File: config.mk
export PLATFORM = sky130hd
export DESIGN_NAME = digit_serial_adder
export DESIGN_NICKNAME = d
export VERILOG_FILES = /design/src/rtl/digit_serial_adder.sv
export SDC_FILE = /design/constraint.sdc
export NUM_CORES = 1
export LEC_CHECK = 0
export CAP_MARGIN = 5
export CORE_ASPECT_RATIO = 0.5
export CORE_MARGIN = 1
export CORE_UTILIZATION = 35
export DETAILED_ROUTE_END_ITERATION = 10
export GPL_ROUTABILITY_DRIVEN = 0
export GPL_TIMING_DRIVEN = 0
export PLACE_DENSITY = 0.55
export SLEW_MARGIN = 30
export SYNTH_ARGS = -nofsm -noshare
export SYNTH_HDL_FRONTEND = slang
export SYNTH_SLANG_ARGS = --single-unit
File: constraint.sdc
create_clock -name clk -period 3.82 [get_ports clk]
set_input_delay 0.764 -clock clk [delete_from_list [all_inputs] [get_ports clk]]
set_output_delay 0.764 -clock clk [all_outputs]
set_load 0.1 [all_outputs]
File: src/rtl/digit_serial_adder.sv
// Digit-serial add/subtract: WIDTH-bit operands processed DIGIT bits per cycle, LSB digit first.
// Latency: NDIG = WIDTH/DIGIT RUN cycles after the accepting edge; done pulses the cycle after.
// Backpressure: start is ignored while busy; it is accepted in IDLE and in the DONE cycle.
module digit_serial_adder #(
    parameter int WIDTH = 16,
    parameter int DIGIT = 4
) (
    input  logic             clk,
    input  logic             rst,
    input  logic             start,
    input  logic             sub,
    input  logic [WIDTH-1:0] a,
    input  logic [WIDTH-1:0] b,
    input  logic             cin,
    output logic             busy,
    output logic             done,
    output logic [WIDTH-1:0] s,
    output logic             cout,
    output logic             ovf
);

    localparam int NDIG = WIDTH / DIGIT;
    localparam int CW   = (NDIG > 1) ? $clog2(NDIG) : 1;

    typedef enum logic [1:0] {
        IDLE = 2'd0,
        RUN  = 2'd1,
        DONE = 2'd2
    } state_t;

    state_t           state_q;
    state_t           state_d;
    logic [WIDTH-1:0] opa_q;
    logic [WIDTH-1:0] opb_q;
    logic [WIDTH-1:0] acc_q;
    logic [WIDTH-1:0] acc_d;
    logic [WIDTH-1:0] s_q;
    logic             carry_q;
    logic             cout_q;
    logic             ovf_q;
    logic [CW-1:0]    cnt_q;
    logic [DIGIT-1:0] dig_a;
    logic [DIGIT-1:0] dig_b;
    logic [DIGIT:0]   dsum;
    logic             msb_cin;
    logic             last;
    logic             accept;

    // Select the active digit of each operand and merge the new sum digit into the accumulator.
    always_comb begin
        dig_a = '0;
        dig_b = '0;
        for (int i = 0; i < NDIG; i++) begin
            if (cnt_q == CW'(i)) begin
                dig_a = opa_q[i*DIGIT +: DIGIT];
                dig_b = opb_q[i*DIGIT +: DIGIT];
            end
        end
    end

    always_comb begin
        dsum = {1'b0, dig_a} + {1'b0, dig_b} + {{DIGIT{1'b0}}, carry_q};
        // Carry into the digit's top bit is recovered from its sum bit and its two operand bits.
        msb_cin = dsum[DIGIT-1] ^ dig_a[DIGIT-1] ^ dig_b[DIGIT-1];
        acc_d   = acc_q;
        for (int i = 0; i < NDIG; i++) begin
            if (cnt_q == CW'(i)) begin
                acc_d[i*DIGIT +: DIGIT] = dsum[DIGIT-1:0];
            end
        end
    end

    assign last   = (cnt_q == CW'(NDIG - 1));
    assign accept = start && (state_q != RUN);

    always_comb begin
        state_d = state_q;
        case (state_q)
            IDLE:    state_d = start ? RUN : IDLE;
            RUN:     state_d = last ? DONE : RUN;
            DONE:    state_d = start ? RUN : IDLE;
            default: state_d = IDLE;
        endcase
    end

    always_ff @(posedge clk or posedge rst) begin
        if (rst) begin
            state_q <= IDLE;
        end else begin
            state_q <= state_d;
        end
    end

    always_ff @(posedge clk or posedge rst) begin
        if (rst) begin
            opa_q   <= '0;
            opb_q   <= '0;
            acc_q   <= '0;
            carry_q <= 1'b0;
            cnt_q   <= '0;
            s_q     <= '0;
            cout_q  <= 1'b0;
            ovf_q   <= 1'b0;
        end else if (accept) begin
            opa_q   <= a;
            opb_q   <= sub ? ~b : b;
            carry_q <= cin ^ sub;
            cnt_q   <= '0;
        end else if (state_q == RUN) begin
            acc_q   <= acc_d;
            carry_q <= dsum[DIGIT];
            cnt_q   <= cnt_q + CW'(1);
            // Outputs move only here, as a whole, on the final digit.
            if (last) begin
                s_q    <= acc_d;
                cout_q <= dsum[DIGIT];
                ovf_q  <= msb_cin ^ dsum[DIGIT];
            end
        end
    end

    assign busy = (state_q == RUN);
    assign done = (state_q == DONE);
    assign s    = s_q;
    assign cout = cout_q;
    assign ovf  = ovf_q;

endmodule
=== Yosys cells after proc, flatten, opt, wreduce, memory -nomap -nowiden ===
Cells that the tools add are included.

* Add/sub/neg operators: 3
* Reduce and logical (&&, ||, !) cells: 7
* Eq/ne operators: 6
* Mux-type cells: 20
* Bitwise operators: 6

{| class="wikitable"
|+ Operators by type and width
! cell !! count
|-
| 2-to-1 mux 4 bit || 12
|-
| 2-to-1 mux 16 bit || 1
|-
| NOT 16 bit || 1
|-
| equality test 2 bit (second input constant) || 3
|-
| 2-to-1 mux 2 bit || 3
|-
| adder 4 x 4 -> 5 bit || 1
|-
| adder 5 x 1 -> 5 bit || 1
|-
| equality test 2 x 1 -> 1 bit (second input constant) || 2
|-
| zero test 2 bit || 2
|-
| case mux 2 bit (2 select lines) || 1
|-
| XOR 1 bit || 4
|-
| 2-to-1 mux 1 bit || 3
|-
| AND reduction 3 bit || 1
|-
| adder 2 x 1 -> 2 bit (second input constant) || 1
|-
| inequality test 2 x 1 -> 1 bit (second input constant) || 1
|-
| AND reduction 2 bit || 1
|-
| nonzero test 2 bit || 1
|-
| OR reduction 2 bit || 1
|-
| logical AND 1 bit || 1
|-
| NOT 1 bit || 1
|}

* Logic and storage cells: 51
* Output and inout port bits: 20
* Bits in registers: 71
* Input bits: 37

=== Longest topological paths before layout ===
* Depth in word-level cells: 10
* Mapped depth: 16
* Gate-level depth less buffers: 14

=== Worst setup path before layout ===
No wires, ideal clock.

* Kind: register to register
* Start: reg cnt_q[0]
* End: reg ovf_q, in the netlist ovf
* Cell stages (with the launch flop): 15
* Arrival time: 2.907 ns
* Period minus slack after synthesis: 2.985 ns
* Data required time: 3.742 ns
* Setup time: 0.078 ns
* Buffers on the path: 1
* Path slack: 0.835 ns
* Cell sequence: dfrtp_1 > inv_1 > ha_1 > buf_2 > nor2b_1 > a221oi_1 > nor3_1 > a21oi_1 > fa_1 > inv_1 > fa_1 > a21o_2 > a21oi_1 > xnor3_1 > o21ai_1

* Longest elaborated chain between the ends: 10
* Elaborated cells between the ends (all ways): 18
* Those cells by class: 2 x add/sub; 3 x eq/ne; 8 x mux; 3 x bitwise; 2 x reduce/logical

{| class="wikitable"
|+ RTL lines
! element !! line !! RTL
|-
| from (decl) || 41 || <nowiki>logic [CW-1:0] cnt_q;</nowiki>
|-
| from (signal assigned) || 112 || <nowiki>cnt_q <= cnt_q + CW'(1);</nowiki>
|-
| zero test 2 bit || 54 || <nowiki>if (cnt_q == CW'(i)) begin</nowiki>
|-
| 2-to-1 mux 4 bit (4 in series) || 54 ||
|-
| adder 4 x 4 -> 5 bit || 62 || <nowiki>dsum = {1'b0, dig_a} + {1'b0, dig_b} + {{DIGIT{1'b0}}, carry_q};</nowiki>
|-
| adder 5 x 1 -> 5 bit || 62 ||
|-
| XOR 1 bit (2 in series) || 64 || <nowiki>msb_cin = dsum[DIGIT-1] ^ dig_a[DIGIT-1] ^ dig_b[DIGIT-1];</nowiki>
|-
| XOR 1 bit || 117 || <nowiki>ovf_q <= msb_cin ^ dsum[DIGIT];</nowiki>
|-
| to (signal assigned) || 117 ||
|-
| to (decl) || 40 || <nowiki>logic ovf_q;</nowiki>
|}

Parallel ways exist; a longest one is shown, timed or not.
A chain may end at the register's enable or synchronous reset.

=== Worst setup path after layout ===
Ends and elaborated chain as after synthesis.

==> results.md <==
- Core Area: 8828 um2
- Die span in y: 70.02 um
- Setup slack on the worst flop-to-flop path: 0.27 ns
- FF-to-FF End: ovf
- Max-slew headroom: 0.3474
- Largest net degree at the start of global routing: 47
- DIE AREA: 9664 um2
- CP Max Fanout: 10
- Via/cell ratio: 4.700
- Netlist cell types: 34
- Antenna fix cells: 0
- Hold depth: 2
- Critical path arrival: 3.79 ns
- Synthesized flop and latch total: 67
- Synth warnings: 0
- Antenna violations before repair: 0
- Multi-input gate area: 1456 um2
- Max cap viols: 0
- Worst slew pin tran: 0.9758 ns
- Wire length of the first global-routing pass: 12,490 um
- Unrepaired setup endpoints after global routing: false
- Num rows: 24
- Hold buffers post-CTS: 0
- Setup TNS: 0 ns
- Final Skew: 0.005134 ns
- WL per Instance: 14.40 um
- Sink Count: 67
- Met3 WL post-DR: 273 um
- Hold Crit Endpoint: s[9]
- DP Wirelength: 5418 um
- Crit Path Category: flip-flop to flip-flop
- Setup Fix Bufs, Post-CTS: 0
- Mapped cell area: 3238 um2
- WL met2: 3275 um
- Fmax: 281.5 MHz
- WL final: 7100 um
- HP Start: s[9]
- Period utilization: 0.9298
- Register area share after synthesis: 0.5178
- H-tree depth: 3
- Starting density of the core: 0.3668
- Clk buf depth: 2
- Status: completed
- Worst R2R Path Depth: 12
- Fin. Hold Viols: 0
- Critical Path Start: cnt_q[0]
- Input/output buffers: 55
- EDFF count, synth: 0
- Grt ovf: 0
- Clk pin slew, worst setup/hold paths: 0.05 ns
- DRT Pass-1 Iters: 4
- Final Net Count: 419
- Syn avg cell area: 10.58 um2
- Total GRT Usage: 0.1646
- Vias: 2,317
- CP endpoint kind: flip-flop
- Top Ports: 57
- DRC viols: 0
- Setup violators final: 0
- Hold crit path type: flip-flop to flip-flop
- Vias in the first global route: 2,487
- CTS resizes: 0
- Storage cell area: 1677 um2
- TritonCTS buffer count: 9
- Post-synth ARST share: 1.000
- Metal-1 WL: 3501 um
- Max Used Layer: met4
- Synth Flop Type: dfrtp_1
- Die width: 138.0 um
- CP required: 4.06 ns
- Clock latency on the worst-skew pair: 0.32 ns
- Layout filler cell count: 850
- Root buf cell: clkbuf_16
- Post-DRT Antenna Nets: 0
- Final slew viol count: 0
- RR Startpoint: cnt_q[0]
- 1st-iter DRT viols: 75
- Synthesized Nets: 352
- Startpoint types: flip-flop
- Share of layout cells above drive strength 1: 0.1383
- CTS tree: built
- Syn-to-layout area delta: 29.98%
- Mapped Cells: 306
- Crit path time final: 3.552 ns
[cell type report]
type                       instances  share of cell area
buffer                            17             0.01784
clock buffer                      14             0.05797
inverter                           8            0.007729
multi-input combinational        214              0.3460
sequential                        67              0.3983
tap                              117             0.03478
timing repair buffer              56              0.1373
[stage by stage]
| step | hold slack, ns | std cells | utilization | setup WS (ns) | area [um2] |
|---|---|---|---|---|---|
| 5_1_grt | 0.5091 | 493 | 0.4768 | 0.07587 | 4209 |
| 6_report | 0.4705 | 493 | 0.4768 | 0.2681 | 4209 |
| 2_1_floorplan | 0.4446 | 306 | - | 0.8350 | 3238 |
| 3_3_place_gp | 0.4581 | 478 | 0.4457 | 0.3068 | 3935 |
| 4_1_cts | 0.4759 | 493 | 0.4768 | 0.3071 | 4209 |
| 3_5_place_dp | 0.4652 | 479 | 0.4491 | 0.3015 | 3965 |
[kinds of logic after synthesis]
kind of cell | count (synthesis) | synth area share
and+or+nand+nor | 83 | 0.1140
AOI/OAI and AO/OA | 69 | 0.1217
DFF | 67 | 0.5178
muxes | 32 | 0.1078
buffers and inverters | 25 | 0.03246
xor gates and xnor gates | 21 | 0.06685
adders and majority gates | 9 | 0.03941
[cells in the mapped netlist (2+ instances only)]
cell type	count	area, um2
dfrtp_1	67	1677
nand2_1	60	225.2
o21ai_0	39	195.2
mux2_2	23	259.0
xnor2_1	19	166.4
a21oi_1	12	60.06
buf_2	9	45.04
mux2i_1	9	90.09
clkbuf_1	7	26.28
ha_1	7	87.58
o21ai_1	7	35.03
inv_1	6	22.52
nor2_1	6	22.52
nand3b_1	5	37.54
nor2b_1	5	31.28
a211oi_1	2	15.01
a211oi_2	2	25.02
a22oi_1	2	15.01
fa_1	2	40.04
inv_2	2	7.510
nor3b_1	2	15.01
[layer usage]
| layer | track usage | up-vias |
|---|---|---|
| met1 | 0.2182 | 1097 |
| met5 | 0 | - |
| li1 | - | 1165 |
| met4 | 0.04396 | 0 |
| met2 | 0.2628 | 51 |
| met3 | 0.04938 | 4 |
[sequential cells by signal, indices dropped and copies added, names as in the netlist]
signal	count
ovf	1
cnt_q	2
carry_q	1
state_q	2
cout	1
acc_q	12
opb_q	16
opa_q	16
s	16
[cell usage in the layout, fill, tap and decap left out, drive strengths merged]
cell and n:
o211ai 1, xnor2 19, nor2b 5, clkdlybuf4s50 55
xor2 1, nand3b 5, o31ai 1, mux2 23
buf 11, or3 1, a21o 1, fa 2
nor2 7, inv 8, nand2b 2, mux2i 9
nand2 60, a211oi 4, a22oi 2, clkbuf 21
dfrtp 67, nor3 1, nor3b 2, xnor3 1
a221oi 1, a21oi 13, ha 7, o21ai 46
[worst max path at each step]
stage	endpoint	slack (ns)	depth (start not counted)
final	ovf	0.27	12
after global routing	ovf	0.08	12
after CTS	ovf	0.31	12
after detailed placement	ovf	0.30	12
after global placement	opb_q[10]	0.31	2
after floorplan	ovf	0.84	14
[worst max-delay path: stages, from the launching register on]
cell	delay, ns
dfrtp_1	0.40
inv_1	0.10
ha_1	0.23
buf_2	0.27
buf_1	0.47
a21oi_1	0.14
o21ai_0	0.47
ha_1	0.27
nor2_2	0.06
a21oi_4	0.20
xor2_4	0.28
xnor3_1	0.44
o21ai_1	0.13
Power is left out: the tool's default activity adds up to more than one toggle a clock period on the data nets, which glitch-free logic cannot reach.
